**src/rtl/param_fifo.sv**
```systemverilog
// param_fifo: parametrised synchronous FIFO with registered read data,
// programmable almost-full/almost-empty thresholds, occupancy count and
// sticky overflow/underflow flags that are cleared explicitly.
module param_fifo #(
  parameter int WIDTH    = 8,
  parameter int DEPTH    = 32,
  parameter int AF_LEVEL = DEPTH - 4,
  parameter int AE_LEVEL = 4
) (
  input  logic                     clk,
  input  logic                     reset,
  input  logic                     wr_en,
  input  logic [WIDTH-1:0]         wr_data,
  input  logic                     rd_en,
  output logic [WIDTH-1:0]         rd_data,
  output logic                     rd_valid,
  output logic [$clog2(DEPTH):0]   count,
  output logic                     full,
  output logic                     empty,
  output logic                     almost_full,
  output logic                     almost_empty,
  output logic                     overflow,
  output logic                     underflow,
  input  logic                     clear_err
);

  localparam int AW = $clog2(DEPTH);

  // Thresholds sized to the count register so every compare is width-matched.
  localparam logic [AW:0]   DEPTH_CNT = (AW+1)'(DEPTH);
  localparam logic [AW:0]   AF_CNT    = (AW+1)'(AF_LEVEL);
  localparam logic [AW:0]   AE_CNT    = (AW+1)'(AE_LEVEL);
  localparam logic [AW:0]   CNT_ONE   = (AW+1)'(1);
  localparam logic [AW-1:0] PTR_ONE   = AW'(1);

  // Storage is deliberately not reset; the pointers and count alone decide
  // which entries are live, so stale words can never be popped.
  logic [WIDTH-1:0] r_mem [DEPTH];

  logic [AW-1:0]    r_wrPtr;
  logic [AW-1:0]    r_rdPtr;
  logic [AW:0]      r_count;
  logic [WIDTH-1:0] r_rdData;
  logic             r_rdValid;
  logic             r_overflow;
  logic             r_underflow;

  logic w_full;
  logic w_empty;
  logic w_wrAccept;
  logic w_rdAccept;
  logic w_ovfEvent;
  logic w_udfEvent;

  // Status decodes come from the registered count only, so a request never
  // sees its own effect in the same cycle (no bypass, no lookahead).
  always_comb begin
    w_full     = (r_count == DEPTH_CNT);
    w_empty    = (r_count == '0);
    w_wrAccept = wr_en && !w_full;
    w_rdAccept = rd_en && !w_empty;
    w_ovfEvent = wr_en && w_full;
    w_udfEvent = rd_en && w_empty;
  end

  // Array write; gated by reset so a write request coinciding with reset
  // leaves no trace.
  always_ff @(posedge clk) begin
    if (!reset && w_wrAccept) begin
      r_mem[r_wrPtr] <= wr_data;
    end
  end

  // Pointer and occupancy bookkeeping; pointers wrap naturally because
  // DEPTH is a power of two.
  always_ff @(posedge clk) begin
    if (reset) begin
      r_wrPtr <= '0;
      r_rdPtr <= '0;
      r_count <= '0;
    end else begin
      if (w_wrAccept) begin
        r_wrPtr <= r_wrPtr + PTR_ONE;
      end
      if (w_rdAccept) begin
        r_rdPtr <= r_rdPtr + PTR_ONE;
      end
      if (w_wrAccept && !w_rdAccept) begin
        r_count <= r_count + CNT_ONE;
      end else if (w_rdAccept && !w_wrAccept) begin
        r_count <= r_count - CNT_ONE;
      end
    end
  end

  // Registered read port: rd_valid pulses for exactly one cycle per pop and
  // rd_data holds its last value otherwise.
  always_ff @(posedge clk) begin
    if (reset) begin
      r_rdData  <= '0;
      r_rdValid <= 1'b0;
    end else begin
      r_rdValid <= w_rdAccept;
      if (w_rdAccept) begin
        r_rdData <= r_mem[r_rdPtr];
      end
    end
  end

  // Sticky error flags; a new error event on the same edge beats clear_err.
  always_ff @(posedge clk) begin
    if (reset) begin
      r_overflow  <= 1'b0;
      r_underflow <= 1'b0;
    end else begin
      if (w_ovfEvent) begin
        r_overflow <= 1'b1;
      end else if (clear_err) begin
        r_overflow <= 1'b0;
      end
      if (w_udfEvent) begin
        r_underflow <= 1'b1;
      end else if (clear_err) begin
        r_underflow <= 1'b0;
      end
    end
  end

  assign rd_data      = r_rdData;
  assign rd_valid     = r_rdValid;
  assign count        = r_count;
  assign full         = w_full;
  assign empty        = w_empty;
  assign almost_full  = (r_count >= AF_CNT);
  assign almost_empty = (r_count <= AE_CNT);
  assign overflow     = r_overflow;
  assign underflow    = r_underflow;

endmodule

```
**config.mk**
```make
export PLATFORM = sky130hd
export DESIGN_NAME = param_fifo
export DESIGN_NICKNAME = d
export VERILOG_FILES = /design/src/rtl/param_fifo.sv
export SDC_FILE = /design/constraint.sdc
export NUM_CORES = 1
export LEC_CHECK = 0
export ABC_AREA = 0
export BUFFER_PORTS_ARGS = -buffer_cell sky130_fd_sc_hd__buf_2
export CAP_MARGIN = 40
export CELL_PAD_IN_SITES_DETAIL_PLACEMENT = 1
export CELL_PAD_IN_SITES_GLOBAL_PLACEMENT = 2
export CORE_ASPECT_RATIO = 0.9
export CORE_UTILIZATION = 43
export DETAILED_ROUTE_END_ITERATION = 8
export GPL_TIMING_DRIVEN = 0
export PLACE_DENSITY_LB_ADDON = 0.2
export SYNTH_ARGS = -nofsm -noshare
export SYNTH_HDL_FRONTEND = slang
export SYNTH_SLANG_ARGS = --single-unit
```
**constraint.sdc**
```tcl
create_clock -name clk -period 2.81 [get_ports clk]
set_input_delay 0.4215 -clock clk [delete_from_list [all_inputs] [get_ports clk]]
set_output_delay 0.4215 -clock clk [all_outputs]
set_load 0.05 [all_outputs]
```
# After elaboration in Yosys (flattened, before gate mapping)
# Memories as Yosys holds them, arrays and structs flattened. A register that Yosys moved wholly into a read port is not among the register bits.
# Index checks and enable logic that the tools add are counted.
# word_totals
out_inout_bits	21
latch_bits	0
inputBits	13
rom_bits	0
elab_cells	37
regBits	19
ramBits	256
mem_count	1
# mem_list
name	depth	width	read_ports	rd_ports_with_merged_regs	wr	line_no	source
r_mem	32	8	1	1	1	38	logic [WIDTH-1:0] r_mem [DEPTH];
# classes
n_bitwise	0
n_eq_ne	1
n_reduce_logical	16
add_sub_neg	4
div	0
n_shift	0
order_cmp	2
n_mux	7
n_mul	0
# op_table
op	n
$mux 6	2
$add 5x1->5 const B	2
$logic_and 1x1->1	7
$add 6x1->6 const B	1
$eq 6x6->1 const B	1
$ge 6x5->1 const B	1
$le 6x3->1 const B	1
$logic_not 6->1	1
$reduce_bool 2->1	3
$sub 6x1->6 const B	1
$logic_not 1->1	5
$mux 1	5

# Logic depth before layout (Yosys ltp)
# Gate-level depths: netlist (run 1).
# depth
depth_word	7
ltp_mapped	11
depth_no_buf	11

# Worst setup path before layout (run 1)
# No wires, ideal clock.
# synth_path
kind	register to register
from	register r_count[0], in the netlist count[0]
to	register r_count[5], in the netlist count[5]
n_path_buf	0
setup_ns	0.121
arrival_time_ns	3.008
stages_incl_launch_ff	12
synth_period_minus_slack_ns	3.129
path_slack_ns	-0.319
t_required_ns	2.689
path_cell_list	dfxtp_1 > nor4_1 > a31oi_1 > inv_1 > ha_1 > inv_1 > ha_1 > a21o_1 > a21oi_1 > o21ai_0 > o311ai_0 > mux2_2
# synth_via
elab_chain_cells	6
elab_cells_between_ends	15
classes_between	add/sub (2); eq/ne (1); mux (2); reduce/logical (10)
# synth_lines
element	line_no	source
start: declaration	42	logic [AW:0] r_count;
start signal: assignment	89	r_count <= r_count + CNT_ONE;
start signal: assignment	91	r_count <= r_count - CNT_ONE;
parallel branches: the longest is 6 deep, another holds $sub 6x1->6	n/a	
# Several ways; the timed one is not identified. The select of a mux whose other input is x is not followed.
# A chain may end at the register's enable or synchronous reset.

# Worst setup path in the final report (run 1)
# layout_path
from	register r_count[0], in the netlist count[0]
to	memory r_mem[24][3], enable pin
# layout_via
elab_chain_cells	6
# layout_lines
element	line_no	source
$eq 6x6->1	58	w_full = (r_count == DEPTH_CNT);
$logic_not 1->1	60	w_wrAccept = wr_en && !w_full;
$logic_and 1x1->1	60	
$logic_and 1x1->1	69	if (!reset && w_wrAccept) begin
$mux 1	69	
$mux 1 (not written as such)	70	r_mem[r_wrPtr] <= wr_data;
end: declaration	38	
# Every way passes these cells.

==> summary.md, run 1 <==
| Metric | Value |
|---|---|
| DRC | 0 |
| Synth unique cells | 44 |
| Initial cell density of the core | 44.08% |
| Post-synth net total | 627 |
| Initial DRT Pass Iterations | 5 |
| Clock buffer depth | 3 |
| Worst skew pair latency | between 0.5 and 0.6 ns |
| Slew Limit Fails | 0 |
| Root buf cell | clkbuf_16 |
| Worst endpoint data arrival time | 3.00 ns |
| Worst path max stage delay | ~0.63 ns |
| Synth Instances | 603 |
| Std cell rows | 55 |
| Layout fillers | 2378 |
| First-pass GRT wire length | 38580 um |
| Worst VDD drop | 0.0005572 V |
| Reg area | 8235 um2 |
| WS Path Type | reg2reg |
| Design Power | between 10000 and 15000 uW |
| Class of the worst hold path | in2reg |
| CP Depth | 5 |
| Mapped cell area | ~11000 um2 |
| H-tree depth | 1 |
| Slew HR | 45.96% |
| Part of the cycle the worst path needs | 100.3% |
| Gr usage total | about a fifth |
| Syn_area_per_cell | 18.51 um2 |
| Area taken by multi-input logic gates | 2927 um2 |
| Share of cells above drive strength 1 | 27.67% |
| Cell area power density | between 800 and 900 nW/um2 |
| Die Span Y | 154.8 um |
| Failing checks | negative setup slack |
| Area delta synth->final | 15.60% |
| Critical path cell sequence | nor4_4 -> and3_1 -> nor3_1 -> nand2_1 -> nor2_2 |
| Final worst setup slack | -0.009181 ns |
| Diodes inserted | 0 |
| Chip Width | ~170 um |
| WL final | 26750 um |
| Status | finished with violations |
| Hold_sp | rd_en |
| Leak | 0.004114 uW |
| R2r startpoint | count[0]$_SDFFE_PP0P_ |
| CP Capture Type | register |
| Worst Hold Slack | 0.1284 ns |
| R2R depth | 5 |
| Critical Path RT | 2.99 ns |
| Startpoint Class | register |
| Synth Register Bits | 283 |
| Post-DP HPWL | 16980 um |
| Initial antenna violation count | 0 |
| Main synth FF type | edfxtp_1 |
| Slowest CP cell | nand2_1 |
| IO Pins | 34 |
| Via/cell ratio | roughly 5.6 |
| Vias in the first global route | 5972 |
| Clock buffer count from CTS | 29 |
| Worst-path maximum fanout | 8 |
| # port buffers | 33 |
| Drt wl/cell | 25.82 um |
| Worst path top cell family by delay | simple AND/OR/NAND/NOR gates |
| Reg-to-Reg End | r_mem[24][3]$_DFFE_PP_ |
| Post-layout minimum cycle time | 2.819 ns |
| Die ar. | 26610 um2 |
| FFs w/ async S/R, synth | 0% |
| Hold depth | 3 |
| Final hold viol count | 0 |
| Buf/Inv on CP | 0 |
| FMAX | roughly 350 MHz |
| ANT nets after route | 0 |
| Final setup fails | 8 |
| Synth warn | 0 |
| Hold endpoint | underflow$_SDFFE_PP0P_ |
| Sink Count | 283 |
| Largest net degree at the start of global routing | 33 |
| Placer Congestion | 0.7400 |
| Placeable Area | 25320 um2 |
| FF-to-FF setup slack | -0.009 ns |
| Post-synth EDFFs | about 260 |
| Clk slew on worst S/H paths | ~0.06 ns |
| RSZ-0062 raised after global routing | true |
| Max Cap Viol | 0 |
| Worst-Margin Slew | a little over 0.8 ns |
| Sequential area share after synthesis | 73.71% |
| Post-CTS Hold Fix Bufs | 0 |
| Number of DRC markers in iteration 0 | between 400 and 500 |
| Total congestion overflow | 0 |
| CTS tree | done |
| Vias post-DR | roughly 5800 |
| Setup skew after layout | 0.01260 ns |
| Final nets | between 600 and 700 |
[power by group]
group | internal (uW) | switching, uW
clock | 2090 | 1540
sequential | 4720 | 132
combinational | 1150 | 1650
[state kept, by name (all words and copies together) (netlist names)]
| name | cells |
|---|---|
| count | 6 |
| overflow | 1 |
| r_mem | 256 |
| r_rdPtr | 5 |
| r_wrPtr | 5 |
| rd_data | 8 |
| rd_valid | 1 |
| underflow | 1 |
[cells in the final DEF (no fill, tap or decap), types with 6 or more instances in the layout]
cell,n
a21oi_1,20
edfxtp_1,256
mux4_2,44
o221ai_1,8
clkbuf_16,29
nor2_2,28
dfxtp_2,6
a22oi_1,8
o22ai_1,7
buf_4,12
clkbuf_1,21
dfxtp_1,21
ha_1,9
mux2i_1,34
clkinv_2,6
a22o_1,14
buf_2,36
xor2_1,7
nand2_1,14
inv_1,8
nor2_1,25
[worst register-to-register path: cells and delay by family (launching register included)]
kind,cells,cell delay [ns]
flops,1,0.42
simple gates,5,2.03
[layout make-up]
cell class                 instances  area share, %
buffer                            28          1.299
clock buffer                      41          6.283
clock inverter                    11         0.6206
inverter                          10         0.2909
multi-input combinational        281          22.68
sequential                       283          63.82
tap                              342          3.316
timing repair buffer              40          1.687
[kinds of logic (layout without fill, tap and decap cells)]
group / Yosys count / after routing / share of synthesized area [%]
flops: 283 / 283 / 73.71
simple gates: 97 / 97 / 3.879
mux: 84 / 84 / 13.20
compound gates: 77 / 77 / 5.100
buf+inv: 39 / 130 / 1.861
xor+xnor: 12 / 12 / 0.9416
fa+ha+maj: 11 / 11 / 1.300
[worst max-delay path by stage]
stage                                      from                endpoint  slack [ns]
final                     count[0]$_SDFFE_PP0P_  r_mem[24][3]$_DFFE_PP_      -0.009
after detailed placement  count[3]$_SDFFE_PP0P_   count[5]$_SDFFE_PP0P_       -0.41
after floorplan           count[3]$_SDFFE_PP0P_   count[5]$_SDFFE_PP0P_        0.04
after global routing      count[2]$_SDFFE_PP0P_   r_mem[2][0]$_DFFE_PP_       -0.14
after global placement    count[3]$_SDFFE_PP0P_   count[5]$_SDFFE_PP0P_       -0.36
after CTS                 count[0]$_SDFFE_PP0P_  r_mem[18][1]$_DFFE_PP_       -0.12
[metrics by stage]
step	utilization [%]	cells	worst slack [ns]	instance area (um2)	TNS (ns)
finish	50.95	1036	-0.009181	12900	-0.04119
global route	50.95	1036	-0.1353	12900	-18.67
CTS	50.57	1033	-0.1195	12810	-6.094
detailed placement	46.62	980	-0.4104	11810	-6.876
global placement	46.56	978	-0.3557	11790	-0.7047
floorplan	-	603	0.04062	11200	0
[synth_stat cells (8+ instances only)]
cell / instances / area [um2]
ha_1: 10 / 125.1
a22o_1: 14 / 122.6
clkbuf_1: 15 / 56.30
edfxtp_1: 256 / 7687
inv_1: 10 / 37.54
mux4_2: 44 / 991.0
o221ai_1: 8 / 70.07
dfxtp_1: 27 / 540.5
nor2_1: 57 / 214.0
nand2_1: 14 / 52.55
mux2i_1: 34 / 340.3
a22oi_1: 8 / 60.06
a21oi_1: 21 / 105.1
[layer usage]
| metal | track usage (%) | wire length, um |
|---|---|---|
| met5 | 0 | 0 |
| met4 | 3.624 | 405 |
| met3 | 2.661 | 1226 |
| met2 | 33.95 | 13190 |
| met1 | 29.21 | 11930 |
[timing repair]
item | CTS | global route
gates resized for setup | 35 | 18
setup endpoints to repair | 210 | 252
buffers inserted | 1 | 4
pin swaps | 2 | 6
No activity file was read; power rests on OpenSTA's default activity.
==> run 2: changes to the inputs <==
- SETUP_SLACK_MARGIN: default -> 0.5
==> run 2 against run 1 <==
Compared with the run above:
- the run now ends clean
- clock skew down 0.0061 ns
- largest cell class unchanged
- total power rose by 4.8%
- clock-buffer cell count is the same
- worst setup slack improved by 0.37 ns
- via count fell by 0.21%
- sequential share of layout area decreased by 2.8 points
==> summary.md, run 2 (synthesis gave the netlist of run 1 again) <==
| Metric | Value |
|---|---|
| Most frequent cells in the layout | edfxtp_1 (256), mux4_2 (46), buf_2 (35), mux2i_1 (34), nor2_4 (32) |
| Worst VDD drop | 0.0006702 V |
| Startpoint Class | register |
| Most used cell, CP | ha_4 |
| R2R depth | 11 |
| Slowest CP cell | dfxtp_4 |
| Cell area power density | 875.4 nW/um2 |
| DRC | 0 |
| Gr usage total | 20.51% |
| Slew HR | around 50% |
| Clock buffer depth | 3 |
| Worst path max stage delay | 0.36 ns |
| Vias in the first global route | 6022 |
| Max FFs per register | roughly 260 |
| Slew Limit Fails | 0 |
| Critical path destination | count[5]$_SDFFE_PP0P_ |
| Final nets | ~700 |
| Initial antenna violation count | 0 |
| R2r startpoint | count[1]$_SDFFE_PP0P_ |
| Worst skew pair latency | 0.53 ns |
| Std cell rows | 55 |
| Post-CTS Hold Fix Bufs | 0 |
| Setup TNS | 0 ns |
| Sink Count | 283 |
| First-pass GRT wire length | 39260 um |
| Layout fillers | 2330 |
| Final hold viol count | 0 |
| Via/cell ratio | roughly 5.6 |
| Final worst setup slack | 0.3602 ns |
| Number of DRC markers in iteration 0 | roughly 430 |
| Post-layout minimum cycle time | 2.450 ns |
| Vias post-DR | 5835 |
| Max Cap Viol | 0 |
| Clock buffer count from CTS | 29 |
| Diodes inserted | 0 |
| Hold_sp | rd_en |
| WL final | 26610 um |
| Worst-Margin Slew | 0.7472 ns |
| FMAX | 408.2 MHz |
| Crit path from | count[1]$_SDFFE_PP0P_ |
| Worst-path maximum fanout | 6 |
| Largest net degree at the start of global routing | 33 |
| Drt wl/cell | 25.32 um |
| Total congestion overflow | 0 |
| WS Path Type | reg2reg |
| CTS tree | done |
| Final setup fails | 0 |
| CP Capture Type | register |
| Initial DRT Pass Iterations | 5 |
| Placeable Area | 25320 um2 |
| Area delta synth->final | 21.04% |
| ANT nets after route | 0 |
| RSZ-0062 raised after global routing | true |
| # port buffers | 33 |
| Placement Setup Slack | -0.3640 ns |
| Class of the worst hold path | in2reg |
| Clk slew on worst S/H paths | 0.06 ns |
| Critical Path RT | 3.23 ns |
| Die Span Y | approximately 150 um |
| IO Pins | 34 |
| Root buf cell | clkbuf_16 |
| Critical path cell sequence | nor4_4 -> buf_4 -> a31oi_4 -> inv_2 -> ha_4 -> inv_6 -> ha_4 -> nor2b_4 -> a311oi_4 -> o311ai_4 -> mux2_4 |
| FF-to-FF setup slack | about 0.36 ns |
| Area taken by multi-input logic gates | 3332 um2 |
| Largest register by flop count | r_mem |
| Part of the cycle the worst path needs | 87.18% |
| Share of cells above drive strength 1 | 33.85% |
| Reg area | 8243 um2 |
| Initial cell density of the core | around 44% |
| Setup skew after layout | 0.006526 ns |
| Placer Congestion | 0.7536 |
| H-tree depth | 1 |
| Most common cell after layout, fill and taps aside | edfxtp_1 |
| Status | complete, no violations |
| Die ar. | 26610 um2 |
| Chip Width | approximately 170 um |
| Reg-to-Reg End | count[5]$_SDFFE_PP0P_ |
| Leak | 0.004313 uW |
| Worst endpoint data arrival time | 2.87 ns |
| Post-DP HPWL | between 15000 and 20000 um |
==> run 2: cell count changes in the layout (fill, tap and decap cells not counted), sizes merged <==
cell    change
clkinv      +1
buf        +12
clkbuf      +2
bufinv      +1
inv         -1
==> run 2: stage by stage <==
stage | cells | utilization (%) | power, uW | hold WS, ns | instance area, um2
after floorplan | 603 | - | 6933 | 0.5204 | 11310
after global placement | 978 | 46.99 | 7591 | 0.4598 | 11900
after detailed placement | 979 | 47.02 | 7659 | 0.4669 | 11910
after CTS | 1042 | 52.30 | 11690 | 0.1266 | 13250
after global routing | 1051 | 53.35 | 12250 | 0.1417 | 13510
final | 1051 | 53.35 | 11830 | 0.1462 | 13510
==> run 2: area by class of cell <==
class | instances | area share (%)
buffer | 29 | 1.676
clock buffer | 41 | 5.779
clock inverter | 12 | 0.7687
inverter | 10 | 0.3149
multi-input combinational | 281 | 24.66
sequential | 283 | 61.01
tap | 342 | 3.167
timing repair buffer | 53 | 2.621
==> run 2: report_power, final <==
group,total (uW),internal [uW],switching (uW),leakage (uW)
sequential,4850,4730,127,0.00253
clock,3610,2100,1500,0.000433
combinational,3370,1480,1890,0.00135
==> run 2: worst min-delay path by stage <==
| stage | slack (ns) | end | depth (start not counted) |
|---|---|---|---|
| 2_1_floorplan | 0.52 | r_mem[0][0]$_DFFE_PP_ | 0 |
| 3_3_place_gp | 0.46 | rd_data[7]$_SDFFE_PP0P_ | 1 |
| 3_5_place_dp | 0.47 | rd_data[7]$_SDFFE_PP0P_ | 1 |
| 4_1_cts | 0.13 | underflow$_SDFFE_PP0P_ | 3 |
| 5_1_grt | 0.14 | underflow$_SDFFE_PP0P_ | 3 |
| 6_report | 0.15 | underflow$_SDFFE_PP0P_ | 3 |
==> run 2: critical path, delay by kind of cell (launching register included) <==
family | cells | cell delay (ns)
AO/OA/AOI/OAI | 3 | 0.56
AND/OR/NAND/NOR | 2 | 0.39
adder cells (fa/ha/maj) | 2 | 0.39
flip-flops | 1 | 0.36
buffers and inverters | 3 | 0.33
multiplexers | 1 | 0.31
==> run 2: repair_timing <==
action	4_1_cts	5_1_grt
pin swaps	9	14
buffers inserted	10	8
gates resized for setup	80	41
endpoints found under the setup margin	254	267
gates cloned	0	1
==> run 2: per-layer routing <==
| layer | global-route usage [%] | part of all wire, % |
|---|---|---|
| met1 | 29.88 | 46 |
| met2 | 33.60 | 49 |
| met3 | 2.431 | 3.4 |
| met4 | 3.708 | 1.4 |
| met5 | 0 | 0 |
==> run 3: changes to the inputs <==
- CORE_ASPECT_RATIO: 0.9 -> 1.25
- REMOVE_ABC_BUFFERS: default -> 1
- SLEW_MARGIN: default -> 20
==> run 3 against run 2 <==
Compared with the run above:
- hold slack got worse by 0.0041 ns
- wire length is 0.45% lower
- clock power fell by 1%
- largest power group unchanged
==> summary.md, run 3 (synthesis gave the netlist of run 1 again) <==
| Metric | Value |
|---|---|
| Status | complete, no violations |
| Worst skew pair latency | 0.55 ns |
| FF-to-FF setup slack | 0.10 ns |
| Final nets | 719 |
| Max Cap Viol | 0 |
| Number of DRC markers in iteration 0 | 378 |
| Part of the cycle the worst path needs | 96.32% |
| WL final | 26490 um |
| Most frequent cells in the layout | edfxtp_1 (256), mux4_2 (45), buf_4 (36), mux2i_1 (34), buf_2 (32) |
| Layout Utilization | 53.78% |
| Reg-to-Reg End | count[5]$_SDFFE_PP0P_ |
| Most used cell, CP | ha_4 |
| Sink Count | around 280 |
| Switching pwr | 3528 uW |
| Gr usage total | between 20% and 30% |
| Final hold viol count | 0 |
| Worst path top cell family by delay | compound AO/OA/AOI/OAI gates |
| P_int | 8402 uW |
| Placement Setup Slack | -0.8901 ns |
| Worst Hold Slack | approximately 0.14 ns |
| Slew Limit Fails | 0 |
| WS Path Type | reg2reg |
| ANT nets after route | 0 |
| Initial antenna violation count | 0 |
| CTS tree | done |
| Clock buffer count from CTS | 28 |
| Initial DRT Pass Iterations | 4 |
| Vias in the first global route | 6356 |
| Cell area power density | 874.3 nW/um2 |
| Vias post-DR | 5850 |
| DRC | 0 |
| Critical path cell sequence | nor4_4 -> a31oi_2 -> buf_6 -> inv_4 -> ha_4 -> clkinvlp_4 -> ha_4 -> nor2b_4 -> a311oi_2 -> o311ai_4 -> mux2_4 |
| Leak | 0.004419 uW |
| Largest net degree at the start of global routing | 33 |
| IO Pins | 34 |
| Placed Cells | 962 |
| Slew HR | 43.37% |
| Critical Path RT | 3.23 ns |
| Placeable Area | roughly 25000 um2 |
| Worst VDD drop | 0.0007817 V |
| Die Span Y | 182.1 um |
| Worst endpoint data arrival time | approximately 3.1 ns |
| Logic pwr share | between 20 and 30% |
| Crit path from | count[4]$_SDFFE_PP0P_ |
| Clock buffer depth | 3 |
| Drt wl/cell | 25.25 um |
| Initial cell density of the core | a little over two fifths |
| H-tree depth | 1 |
| Post-CTS Hold Fix Bufs | 0 |
| Class of the worst hold path | in2reg |
| Sw Ratio | 29.57% |
| Post-DP HPWL | approximately 16000 um |
| First-pass GRT wire length | 40080 um |
| Buf/Inv on CP | 3 |
| Slowest CP cell | dfxtp_4 |
| Setup skew after layout | 0.02087 ns |
| Post-layout minimum cycle time | 2.706 ns |
| Diodes inserted | 0 |
| Via/cell ratio | between 5 and 6 |
| Clk slew on worst S/H paths | 0.06 ns |
| Area delta synth->final | 22.25% |
| Final non-filler cell total | 1049 |
| Max FFs per register | about 260 |
| Final setup fails | 0 |
| Critical path destination | count[5]$_SDFFE_PP0P_ |
| Std cell rows | 65 |
| R2R depth | 11 |
| Worst-Margin Slew | 0.8485 ns |
| CP Depth | 11 |
| Startpoint Class | register |
| Root buf cell | clkbuf_16 |
| R2r startpoint | count[4]$_SDFFE_PP0P_ |
| Total congestion overflow | 0 |
| Final worst setup slack | ~0.10 ns |
| RSZ-0062 raised after global routing | true |
| Clock network power share | about 30% |
| Die ar. | 26610 um2 |
| Most common cell after layout, fill and taps aside | edfxtp_1 |
| Largest register by flop count | r_mem |
| Chip Width | about 150 um |
| Worst path max stage delay | 0.35 ns |
| FMAX | 369.5 MHz |
| Hold_sp | wr_en |
| Layout fillers | 2317 |
| Share of cells above drive strength 1 | 35.43% |
| CP Capture Type | register |
| Flop pwr share | 41.0% |
| Worst-path maximum fanout | 6 |
| Placer Congestion | 0.7181 |
| # port buffers | 33 |
==> run 3: worst min-delay path by stage <==
stage | end | cells past startpoint | slack (ns)
after detailed placement | rd_data[6]$_SDFFE_PP0P_ | 1 | 0.46
after global routing | overflow$_SDFFE_PP0P_ | 3 | 0.15
after CTS | overflow$_SDFFE_PP0P_ | 3 | 0.13
after global placement | rd_data[6]$_SDFFE_PP0P_ | 1 | 0.46
final | overflow$_SDFFE_PP0P_ | 3 | 0.14
after floorplan | r_rdPtr[1]$_SDFFE_PP0P_ | 1 | 0.49
==> run 3: metrics by stage <==
stage,TNS [ns],total power [uW],area (um2)
floorplan,-20.48,6804,10990
global placement,-42.26,7285,11580
detailed placement,-1.958,7509,11810
CTS,0,11860,13460
global route,0,12390,13650
finish,0,11930,13650
==> run 3: routing by layer <==
metal	part of all wire, %	track usage (%)	up-vias
met2	52	36.11	127
met1	41	26.54	3060
met5	0	0	-
met3	4.8	2.825	44
met4	2.5	5.917	0
li1	-	-	2619
==> run 3: layout make-up <==
type	instances	area (um2)	area share (%)
timing repair buffer	91	802.0	5.877
tap	335	419.2	3.072
multi-input combinational	281	3252	23.83
clock inverter	13	107.6	0.7886
sequential	283	8250	60.46
clock buffer	36	770.7	5.648
inverter	10	43.79	0.3209
==> run 3: worst reg2reg max path, stage by stage, from the launching register on <==
cell and delay, ns:
dfxtp_4 0.35, nor4_4 0.33, a31oi_2 0.16, buf_6 0.14, inv_4 0.06, ha_4 0.15, clkinvlp_4 0.17, ha_4 0.28
nor2b_4 0.13, a311oi_2 0.33, o311ai_4 0.18, mux2_4 0.32
==> run 3: timing repair <==
item                                   CTS  global route
resized for setup                      108            28
endpoints found under the hold margin    0             0
setup endpoints to repair              263            74
cloned                                   2             0
buffers inserted                        30             5
pin swaps                                9            11
==> run 3: power groups by stage <==
stage	sequential, uW	combinational, uW	clock, uW
global placement	5180	2110	0
global route	4920	3690	3780
floorplan	5380	1430	0
detailed placement	5040	2470	0
CTS	4900	3320	3630
finish	4900	3470	3570
